$ cat src/rtl/writebuf_fsm_onedelay.sv
// Write-side controller for the packet line buffer.
// AXI-Stream slave for ingress bytes; drives the BRAM write port with
// registered outputs one cycle after acceptance and commits each completed
// line to the CountersBlock. Over-long packets are consumed and dropped.
module writebuf_fsm_onedelay #(
  parameter int DATA_WIDTH      = 8,
  parameter int CHAR_ADDR_WIDTH = 11,
  parameter int MAX_CHARS       = 1518
) (
  input  logic                       clk,
  input  logic                       rst,
  input  logic [DATA_WIDTH-1:0]      s_tdata,
  input  logic                       s_tvalid,
  input  logic                       s_tlast,
  output logic                       s_tready,
  input  logic                       redflag,
  output logic                       wr_en,
  output logic [CHAR_ADDR_WIDTH-1:0] wr_char_addr,
  output logic [DATA_WIDTH-1:0]      wr_data,
  output logic                       wr_newline,
  output logic [CHAR_ADDR_WIDTH:0]   wr_len,
  output logic                       ovf
);

  // One extra bit so the counter can reach MAX_CHARS itself, which is the
  // marker that the next beat overflows the line.
  localparam int CW = CHAR_ADDR_WIDTH + 1;
  localparam logic [CW-1:0] MAX_C = CW'(MAX_CHARS);

  typedef enum logic [1:0] {IDLE, RECV, DISCARD, COMMIT} state_t;

  state_t                     state_q, state_d;
  logic [CW-1:0]              cnt_q, cnt_d;
  logic                       wr_en_q, wr_en_d;
  logic [CHAR_ADDR_WIDTH-1:0] addr_q, addr_d;
  logic [DATA_WIDTH-1:0]      data_q, data_d;
  logic                       nl_q, nl_d;
  logic [CW-1:0]              len_q, len_d;
  logic                       ovf_q, ovf_d;

  logic accept;
  logic do_write;

  // IDLE only takes a new packet when a free line exists; once a line is
  // owned redflag no longer matters. COMMIT is a one-cycle bubble so redflag
  // can catch up before the next packet.
  assign s_tready = (state_q == IDLE) ? ~redflag : (state_q != COMMIT);
  assign accept   = s_tvalid & s_tready;
  assign do_write = accept & ((state_q == IDLE) | ((state_q == RECV) & (cnt_q < MAX_C)));

  // Next-state and registered write-port values.
  always_comb begin
    state_d = state_q;
    cnt_d   = cnt_q;
    wr_en_d = 1'b0;
    addr_d  = addr_q;
    data_d  = data_q;
    nl_d    = 1'b0;
    len_d   = len_q;
    ovf_d   = 1'b0;
    case (state_q)
      RECV: begin
        if (accept && !do_write) begin
          // Line is full: drop this beat and the rest of the packet.
          ovf_d   = 1'b1;
          cnt_d   = '0;
          state_d = s_tlast ? IDLE : DISCARD;
        end
      end
      DISCARD: if (accept && s_tlast) state_d = IDLE;
      COMMIT:  state_d = IDLE;
      default: ;
    endcase
    if (do_write) begin
      wr_en_d = 1'b1;
      addr_d  = cnt_q[CHAR_ADDR_WIDTH-1:0];
      data_d  = s_tdata;
      cnt_d   = cnt_q + 1'b1;
      state_d = RECV;
      if (s_tlast) begin
        // Commit lands in the same cycle as the last byte's write.
        nl_d    = 1'b1;
        len_d   = cnt_q + 1'b1;
        cnt_d   = '0;
        state_d = COMMIT;
      end
    end
  end

  // State and output registers; reset abandons any partial line.
  always_ff @(posedge clk) begin
    if (rst) begin
      state_q <= IDLE;
      cnt_q   <= '0;
      wr_en_q <= 1'b0;
      addr_q  <= '0;
      data_q  <= '0;
      nl_q    <= 1'b0;
      len_q   <= '0;
      ovf_q   <= 1'b0;
    end else begin
      state_q <= state_d;
      cnt_q   <= cnt_d;
      wr_en_q <= wr_en_d;
      addr_q  <= addr_d;
      data_q  <= data_d;
      nl_q    <= nl_d;
      len_q   <= len_d;
      ovf_q   <= ovf_d;
    end
  end

  assign wr_en        = wr_en_q;
  assign wr_char_addr = addr_q;
  assign wr_data      = data_q;
  assign wr_newline   = nl_q;
  assign wr_len       = len_q;
  assign ovf          = ovf_q;

endmodule

$ cat config.mk
export PLATFORM = sky130hd
export DESIGN_NAME = writebuf_fsm_onedelay
export DESIGN_NICKNAME = d
export VERILOG_FILES = /design/src/rtl/writebuf_fsm_onedelay.sv
export SDC_FILE = /design/constraint.sdc
export NUM_CORES = 1
export LEC_CHECK = 0
export ABC_AREA = 0
export BUFFER_PORTS_ARGS = -buffer_cell sky130_fd_sc_hd__buf_4
export CAP_MARGIN = 10
export CORE_ASPECT_RATIO = 2
export CORE_MARGIN = 2
export CORE_UTILIZATION = 49
export CTS_CLUSTER_SIZE = 12
export DETAILED_ROUTE_END_ITERATION = 6
export GPL_TIMING_DRIVEN = 1
export PLACE_DENSITY = 0.75
export SETUP_SLACK_MARGIN = 0.5
export SLEW_MARGIN = 20
export SYNTH_ARGS = -nofsm -noshare
export SYNTH_HDL_FRONTEND = slang
export SYNTH_SLANG_ARGS = --single-unit
$ cat constraint.sdc
create_clock -name clk -period 2.15 [get_ports clk]
set_input_delay 0.215 -clock clk [delete_from_list [all_inputs] [get_ports clk]]
set_output_delay 0.215 -clock clk [all_outputs]
set_load 0.02 [all_outputs]
==> results of run 1 <==
==> layer usage <==
layer | vias to the layer above | global-route usage, % | part of all wire (%)
met5 | - | 0 | 0
met4 | 0 | 15.58 | 3.4
met3 | 23 | 3.363 | 3.9
met2 | 92 | 49.52 | 55
met1 | 1173 | 32.20 | 38
li1 | 1151 | - | -
==> area by class of cell <==
cell class | count | area, um^2
multi-input combinational | 182 | 1391
clock buffer | 6 | 72.57
tap | 55 | 68.82
timing repair buffer | 79 | 769.5
sequential | 48 | 963.4
fill | 371 | 1297
clock inverter | 2 | 35.03
inverter | 11 | 43.79
==> report_power, final <==
group | switching [W] | internal [W] | leakage [nW]
registers | 0.0000656 | 0.000987 | 0.390
logic | 0.000896 | 0.000620 | 0.779
clock network | 0.000305 | 0.000346 | 0.0552
total | 0.00127 | 0.00195 | 1.22
==> flip-flops by register name (all words and copies together) (netlist names) <==
signal and cells:
cnt_q 12, wr_char_addr 11, wr_data 8, wr_newline 1, ovf 1, wr_en 1, wr_len 12, state_q 2
==> critical path: stages, from the launching register on <==
cell	delay (ns)
dfxtp_2	0.35
inv_2	0.05
ha_4	0.16
or4b_4	0.48
or3_4	0.39
buf_12	0.18
and3_4	0.19
a311oi_2	0.17
==> layout by cell type (no fill, tap or decap), drive strengths merged, types with 4 or more instances in the layout <==
cell type / instances
o21ai: 4
xnor2: 6
dfxtp: 48
ha: 5
buf: 77
nand3: 4
inv: 11
a21oi: 25
nor3: 6
nand2: 12
a211oi: 10
clkbuf: 6
nor2: 8
o22ai: 4
nor4: 4
a31oi: 16
o2111ai: 5
o31ai: 21
nand4: 22
==> worst max-delay path by stage <==
stage | end | slack [ns]
5_1_grt | wr_char_addr[2]$_SDFFE_PP0P_ | 0.04
3_3_place_gp | ovf$_SDFF_PP0_ | 0.08
6_report | state_q[1]$_SDFFE_PP0P_ | 0.09
3_5_place_dp | ovf$_SDFF_PP0_ | 0.04
4_1_cts | state_q[1]$_SDFFE_PP0P_ | 0.12
2_1_floorplan | cnt_q[2]$_SDFFE_PP0P_ | 0.16
==> metrics by stage <==
step           cell area (um^2)  cells  hold WS, ns  worst slack, ns  util [%]
5_1_grt                    3344    383       0.1693          0.04402     72.05
4_1_cts                    3308    383       0.1651           0.1177     71.27
2_1_floorplan              2406    268       0.2910           0.1577         -
6_report                   3344    383       0.1692          0.08930     72.05
3_5_place_dp               2928    365       0.4614          0.03859     63.07
3_3_place_gp               2928    365       0.4602          0.08241     63.07
==> cells by family after synthesis <==
logic type      synth area share, %
fa+ha+maj                     2.650
simple gates                  19.02
mux                          0.4769
compound gates                27.72
flops                         40.70
xor+xnor                      2.226
buf+inv                       7.207
==> timing repair <==
item                                    in CTS  in global routing
resized for setup                           21                  7
endpoints found under the setup margin      49                 49
pin swaps                                    9                  1
gates cloned                                 3                  0
buffers inserted                             7                  0
==> metrics.csv, run 1 <==
metric,value,unit
portBuffers,47,
holdCritPathClass,in -> reg,
dieArea,5423,um^2
cts.clk_slew.worst_paths,0.09,ns
hold_violations,0,
clockBufferDepth,2,
synth.cell_area,2361,um^2
worstSetupPathType,reg -> reg,
reg2reg_from,state_q[0]$_SDFFE_PP0P_,
clock-skew-final,0.01245,ns
synth-seq-cells,48,
grt_usage,28.32,%
synth_ff_type,dfxtp_1,
dr_total_vias,2439,
power_density,962.4,nW/um^2
power,0.003219,W
critPathLaunchType,flip-flop,
grt_max_degree,33,
antenna_found_initial,0,
finalCritPeriodShare,95.85,%
drv_slew,0,
via_per_inst,6.368,
hold_depth,3,
area_growth,41.65,%
drive_gt1_share,36.59,%
cts_tree,done,
synth_area_leaders,"dfxtp_1, o31ai_1, nand4_1",
cts_root_buf,clkbuf_8,
synth_top_area_share,40.70,%
antenna_cells,0,
min_from,s_tdata[5],
tightest_slew,0.4426,ns
drc,0,
synthDistinctLibCells,41,
grt_pass1_wl,11590,um
core_area,4642,um^2
fin_tns_setup,0,ns
critPathCaptureType,flip-flop,
ys_seq_area_share,40.70,%
ys_warn_count,0,
rr_endpoint,state_q[1]$_SDFFE_PP0P_,
drt_iter0_drc,83,
synthesis.nets,286,
synth_edf_count,0,
die_w,53.09,um
yosysMostFrequentCell,dfxtp_1,
min_to,wr_data[5]$_SDFFE_PP0P_,
dp_hpwl,4634,um
overflow,0,
routabilityCongestion,0.9071,
clk_latency,0.31,ns
max_slew_margin,70.40,%
worstPathRequired,2.36,ns
synth_cells,268,
initial_core_util,50.86,%
cts.htree.levels,2,
ctsHoldBuffers,0,
synth.largest_area_cell,dfxtp_1,
synthArstFlopShare,0,%
synthTopCellsByCount,"dfxtp_1, a21oi_1, nand4_1",
r2r_slack,0.09,ns
postRouteAntennaNets,0,
grt_setup_unrepaired,yes,
cts-buffers-inserted,5,
status,"complete, no violations",
fmax,0.4853,GHz
max_cap_viol_count,0,
grt_pass1_vias,2418,
period_needed,2.061,ns
boundaryPins,48,
final_net_count,345,
startpoint,state_q[0]$_SDFFE_PP0P_,
synth.avg_cell_area,8.810,um^2
crit_path_max_fanout,32,
clock_sinks,48,
row_count,35,
wl_per_cell,18.69,um
drtPass1Iterations,4,
p_leak,1.224,nW
die_h,102.2,um
critPathArrivalTime,2.27,ns
ir_drop,761.4,uV
setup_viol,0,
reg2reg_depth,7,
totalWireLength,7159,um
Note: power is estimated with default switching activity, not from simulation.
==> inputs of run 2 (changes only) <==
RECOVER_POWER = 25   (was not set)
==> metrics.csv, run 2 (synthesis gave the netlist of run 1 again) <==
metric,value,unit,change
final_net_count,345,,unchanged
critPathLaunchType,flip-flop,,unchanged
routabilityCongestion,0.9071,,unchanged
grt_usage,28.32,%,unchanged
cts_tree,done,,unchanged
fin_ws,0.08688,ns,was 0.08930 ns
totalWireLength,7123,um,was 7159 um
place_inst,365,,unchanged
clk_latency,0.31,ns,about the same
postPlaceCellArea,2928,um^2,unchanged
drv_slew,0,,unchanged
holdCritPathClass,in -> reg,,unchanged
max_slew_margin,70.41,%,was 70.40%
grt_pass1_wl,11590,um,unchanged
clock_sinks,48,,unchanged
antenna_found_initial,0,,unchanged
power_density,973.4,nW/um^2,was 962.4 nW/um^2
max_cap_viol_count,0,,unchanged
period_needed,2.063,ns,was 2.061 ns
overflow,0,,unchanged
clock-skew-final,0.01256,ns,was 0.01245 ns
crit_family,simple AND/OR/NAND/NOR gates,,unchanged
tightest_slew,0.4425,ns,was 0.4426 ns
fin_tns_setup,0,ns,unchanged
fmax,0.4847,GHz,was 0.4853 GHz
grt_max_degree,33,,unchanged
dieArea,5423,um^2,unchanged
reg2reg_from,state_q[0]$_SDFFE_PP0P_,,unchanged
mostFrequentLayoutCell,dfxtp_1,,was buf_4
cts-buffers-inserted,5,,unchanged
postRouteAntennaNets,0,,unchanged
dr_total_vias,2421,,"was 2,439"
hold_violations,0,,unchanged
worstSetupPathType,reg -> reg,,unchanged
cp_cell_sequence,"inv_2, ha_4, or4b_4, or3_4, buf_12, and3_4, a311oi_2",,unchanged
p_leak,1.140,nW,was 1.224 nW
min_from,s_tdata[7],,was s_tdata[5]
drc,0,,unchanged
drive_gt1_share,30.49,%,was 36.59%
status,"complete, no violations",,unchanged
multi_input_area,1391,um^2,unchanged
antenna_cells,0,,unchanged
layout_common_cells,"dfxtp_1, buf_4, a21oi_1",,"was buf_4, dfxtp_1, a21oi_1"
drtPass1Iterations,5,,was 4
setup_viol,0,,unchanged
drt_iter0_drc,76,,was 83
area_growth,38.47,%,was 41.65%
cts_root_buf,clkbuf_8,,unchanged
final_core_util,70.43,%,was 72.05%
cts.clk_slew.worst_paths,0.09,ns,about the same
boundaryPins,48,,unchanged
initial_core_util,50.86,%,unchanged
finalCritPeriodShare,95.96,%,was 95.85%
critPathCaptureType,flip-flop,,unchanged
seqCellArea,963.4,um^2,unchanged
die_h,102.2,um,unchanged
portBuffers,47,,unchanged
grt_setup_unrepaired,yes,,unchanged
critPathArrivalTime,2.27,ns,about the same
pre_cts_slack,0.03859,ns,unchanged
wl_per_cell,18.60,um,was 18.69 um
crit_path_max_fanout,32,,unchanged
ir_drop,765.0,uV,was 761.4 uV
dp_hpwl,4634,um,unchanged
cts.htree.levels,2,,unchanged
nFillCells,398,,was 371
via_per_inst,6.321,,was 6.368
core_area,4642,um^2,unchanged
crit_buf_inv,2,,unchanged
layout.cells.non_filler,383,,unchanged
clockBufferDepth,2,,unchanged
final_cell_area,3269,um^2,was 3344 um^2
worst_path_max_delay_cell,or4b_4,,unchanged
row_count,35,,unchanged
grt_pass1_vias,2418,,unchanged
max_stage_delay,0.48,ns,about the same
die_w,53.09,um,unchanged
worstPathRequired,2.36,ns,about the same
startpoint,state_q[0]$_SDFFE_PP0P_,,unchanged
run 2: cell count changes in the layout (fill, tap and decap cells not counted), sizes merged:
cell	change
buf	-20
clkbuf	+20
run 2: power breakdown:
part	internal, W	switching, W
clock network	0.000346	0.000304
registers	0.000987	0.0000654
logic	0.000585	0.000896
run 2: area by class of cell:
class / instances / area share [%]
repair buffers: 79 / 21.24
multi-input cells: 182 / 42.56
inverters: 11 / 1.339
well taps: 55 / 2.105
clock inverters: 2 / 1.072
flip-flops and latches: 48 / 29.47
clock buffers: 6 / 2.220
run 2: final timing paths:
| kind | end | slack, ns | cells after the start |
|---|---|---|---|
| worst max register to register | state_q[1]$_SDFFE_PP0P_ | 0.09 | 7 |
| worst min-delay path | wr_data[7]$_SDFFE_PP0P_ | 0.17 | 3 |
| worst max-delay path | state_q[1]$_SDFFE_PP0P_ | 0.09 | 7 |
| worst min register to register | wr_data[3]$_SDFFE_PP0P_ | 0.47 | 2 |
run 2: repair_timing:
item,CTS,global route
pin swaps,9,1
cloned,3,0
setup buffers,7,0
endpoints found under the setup margin,49,49
hold buffers,0,0
gates resized for setup,21,7
run 2: through the flow:
step / total power (W) / hold WS (ns)
6_report: 0.003182 / 0.1662
5_1_grt: 0.003350 / 0.1693
3_3_place_gp: 0.002357 / 0.4602
3_5_place_dp: 0.002375 / 0.4614
4_1_cts: 0.003172 / 0.1651
2_1_floorplan: 0.001891 / 0.2910
run 2: worst register-to-register path, delay by kind of cell (launching register included):
| family | cells | cell delay, ns |
|---|---|---|
| AOI/OAI and AO/OA | 1 | 0.17 |
| adders and majority gates | 1 | 0.16 |
| buffers and inverters | 2 | 0.24 |
| and+or+nand+nor | 3 | 1.07 |
| DFF | 1 | 0.35 |
run 2: layer usage:
layer,global-route usage (%),part of all wire (%)
met4,15.58,3.7
met3,3.363,4.0
met2,49.52,55
met5,0,0
met1,32.20,37
==> inputs of run 3 (changes only) <==
BUFFER_PORTS_ARGS = not set   (was -buffer_cell sky130_fd_sc_hd__buf_4)
CORE_UTILIZATION = 50   (was 49)
DONT_BUFFER_PORTS = 1   (was not set)
PLACE_DENSITY = 0.68   (was 0.75)
==> metrics.csv, run 3 (synthesis gave the netlist of run 1 again) <==
metric,value,unit,change
postRouteAntennaNets,0,,unchanged
drtPass1Iterations,4,,was 5
dr_wl_met2,3729,um,was 3911 um
row_count,35,,unchanged
final_net_count,298,,was 345
holdCritPathClass,in -> reg,,unchanged
fin_tns_setup,0,ns,unchanged
antenna_found_initial,0,,unchanged
worstSetupPathType,reg -> reg,,unchanged
drt_iter0_drc,75,,was 76
layout_common_cells,"dfxtp_1, a21oi_1, nand4_1",,"was dfxtp_1, buf_4, a21oi_1"
crit_path_max_fanout,5,,was 32
max_slew_margin,68.19,%,was 70.41%
drv_slew,0,,unchanged
drt-met1-wl,2596,um,was 2665 um
routabilityCongestion,0.9387,,was 0.9071
dr_total_vias,2226,,"was 2,421"
critPathLaunchType,flip-flop,,unchanged
totalWireLength,6877,um,was 7123 um
die_h,101.2,um,was 102.2 um
reg2reg_from,state_q[0]$_SDFFE_PP0P_,,unchanged
grt_setup_unrepaired,yes,,unchanged
drc,0,,unchanged
reg2reg_depth,8,,was 7
hold_violations,0,,unchanged
min_from,rst,,was s_tdata[7]
finalCritPeriodShare,95.14,%,was 95.96%
cts_root_buf,clkbuf_8,,unchanged
dieArea,5321,um^2,was 5423 um^2
mostFrequentLayoutCell,dfxtp_1,,unchanged
grt_max_degree,39,,was 33
power_density,1035,nW/um^2,was 973.4 nW/um^2
core_area,4554,um^2,was 4642 um^2
ir_drop,965.8,uV,was 765.0 uV
grt_usage,26.84,%,was 28.32%
tightest_slew,0.4728,ns,was 0.4425 ns
cts.htree.levels,2,,unchanged
postPlaceCellArea,2542,um^2,was 2928 um^2
clock-skew-final,0.008744,ns,was 0.01256 ns
initial_core_util,51.84,%,was 50.86%
grt_pass1_wl,10700,um,"was 11,590 um"
highest_layer,met4,,unchanged
cts.clk_slew.worst_paths,0.09,ns,about the same
p_leak,0.9526,nW,was 1.140 nW
clk_latency,0.31,ns,about the same
clockBufferDepth,2,,unchanged
dr_wl_met3,308,um,was 285 um
dp_hpwl,4394,um,was 4634 um
fmax,0.4889,GHz,was 0.4847 GHz
clock_sinks,48,,unchanged
boundaryPins,48,,unchanged
antenna_cells,0,,unchanged
worstPathRequired,2.34,ns,was 2.36 ns
r2r_slack,0.10,ns,was 0.09 ns
status,"complete, no violations",,unchanged
critPathArrivalTime,2.23,ns,was 2.27 ns
rr_endpoint,cnt_q[2]$_SDFFE_PP0P_,,was state_q[1]$_SDFFE_PP0P_
cts_tree,done,,unchanged
setup_viol,0,,unchanged
overflow,0,,unchanged
portBuffers,0,,was 47
cts-buffers-inserted,5,,unchanged
critPathCaptureType,flip-flop,,unchanged
max_cap_viol_count,0,,unchanged
grt_pass1_vias,2140,,"was 2,418"
hold_depth,1,,was 3
drive_gt1_share,25.98,%,was 30.49%
via_per_inst,6.625,,was 6.321
final_cell_area,2954,um^2,was 3269 um^2
area_growth,25.12,%,was 38.47%
wl_per_cell,20.47,um,was 18.60 um
die_w,52.59,um,was 53.09 um
period_needed,2.046,ns,was 2.063 ns
min_to,state_q[0]$_SDFFE_PP0P_,,was wr_data[7]$_SDFFE_PP0P_
[run 3: metal layers]
metal  track usage, %  up-vias
li1                 -     1063
met1            31.31     1060
met2            46.06       84
met3            4.130       19
met4            13.41        0
met5                0        -
[run 3: how the worst max path moves through the flow]
stage / from / slack (ns) / endpoint / cells past startpoint
after detailed placement: state_q[1]$_SDFFE_PP0P_ / 0.04 / ovf$_SDFF_PP0_ / 6
after global routing: state_q[1]$_SDFFE_PP0P_ / 0.04 / state_q[1]$_SDFFE_PP0P_ / 7
after CTS: state_q[1]$_SDFFE_PP0P_ / 0.13 / ovf$_SDFF_PP0_ / 6
final: state_q[0]$_SDFFE_PP0P_ / 0.10 / cnt_q[2]$_SDFFE_PP0P_ / 8
after floorplan: state_q[0]$_SDFFE_PP0P_ / 0.16 / cnt_q[2]$_SDFFE_PP0P_ / 8
after global placement: state_q[0]$_SDFFE_PP0P_ / 0.09 / ovf$_SDFF_PP0_ / 6
[run 3: area by class of cell]
class | instances | area [um^2]
fill | 384 | 1600
multi-input combinational | 182 | 1384
sequential | 48 | 963.4
timing repair buffer | 32 | 380.4
clock buffer | 5 | 68.82
tap | 55 | 68.82
inverter | 11 | 46.29
clock inverter | 3 | 42.54
[run 3: critical path: stages (launching register included)]
cell,delay [ns]
dfxtp_2,0.34
inv_2,0.05
ha_4,0.15
or4b_4,0.48
or3_4,0.39
buf_12,0.16
buf_4,0.13
a41oi_2,0.16
a31oi_1,0.05
[run 3: through the flow]
step           utilization (%)  total power (W)  hold slack, ns  worst slack [ns]  std cells
2_1_floorplan                -         0.001891          0.2910            0.1577        268
3_3_place_gp             55.82         0.002193          0.2875           0.09277        317
3_5_place_dp             55.82         0.002207          0.2916           0.03671        317
4_1_cts                  61.98         0.002951        0.003099            0.1306        333
5_1_grt                  64.86         0.003205         0.01325           0.04204        336
6_report                 64.86         0.003056        0.004558            0.1044        336
[run 3: repair_timing]
action / CTS / global route
setup endpoints to repair: 49 / 49
gates resized for setup: 18 / 14
gates cloned: 1 / 1
hold endpoints to repair: 38 / 0
buffers inserted: 6 / 2
hold buffers: 1 / 0
pin swaps: 8 / 12
[run 3: where the power goes]
| group | internal [W] | leakage (nW) | switching (W) |
|---|---|---|---|
| Clock | 0.000345 | 0.0541 | 0.000320 |
| Sequential | 0.000987 | 0.390 | 0.000150 |
| Combinational | 0.000489 | 0.508 | 0.000765 |
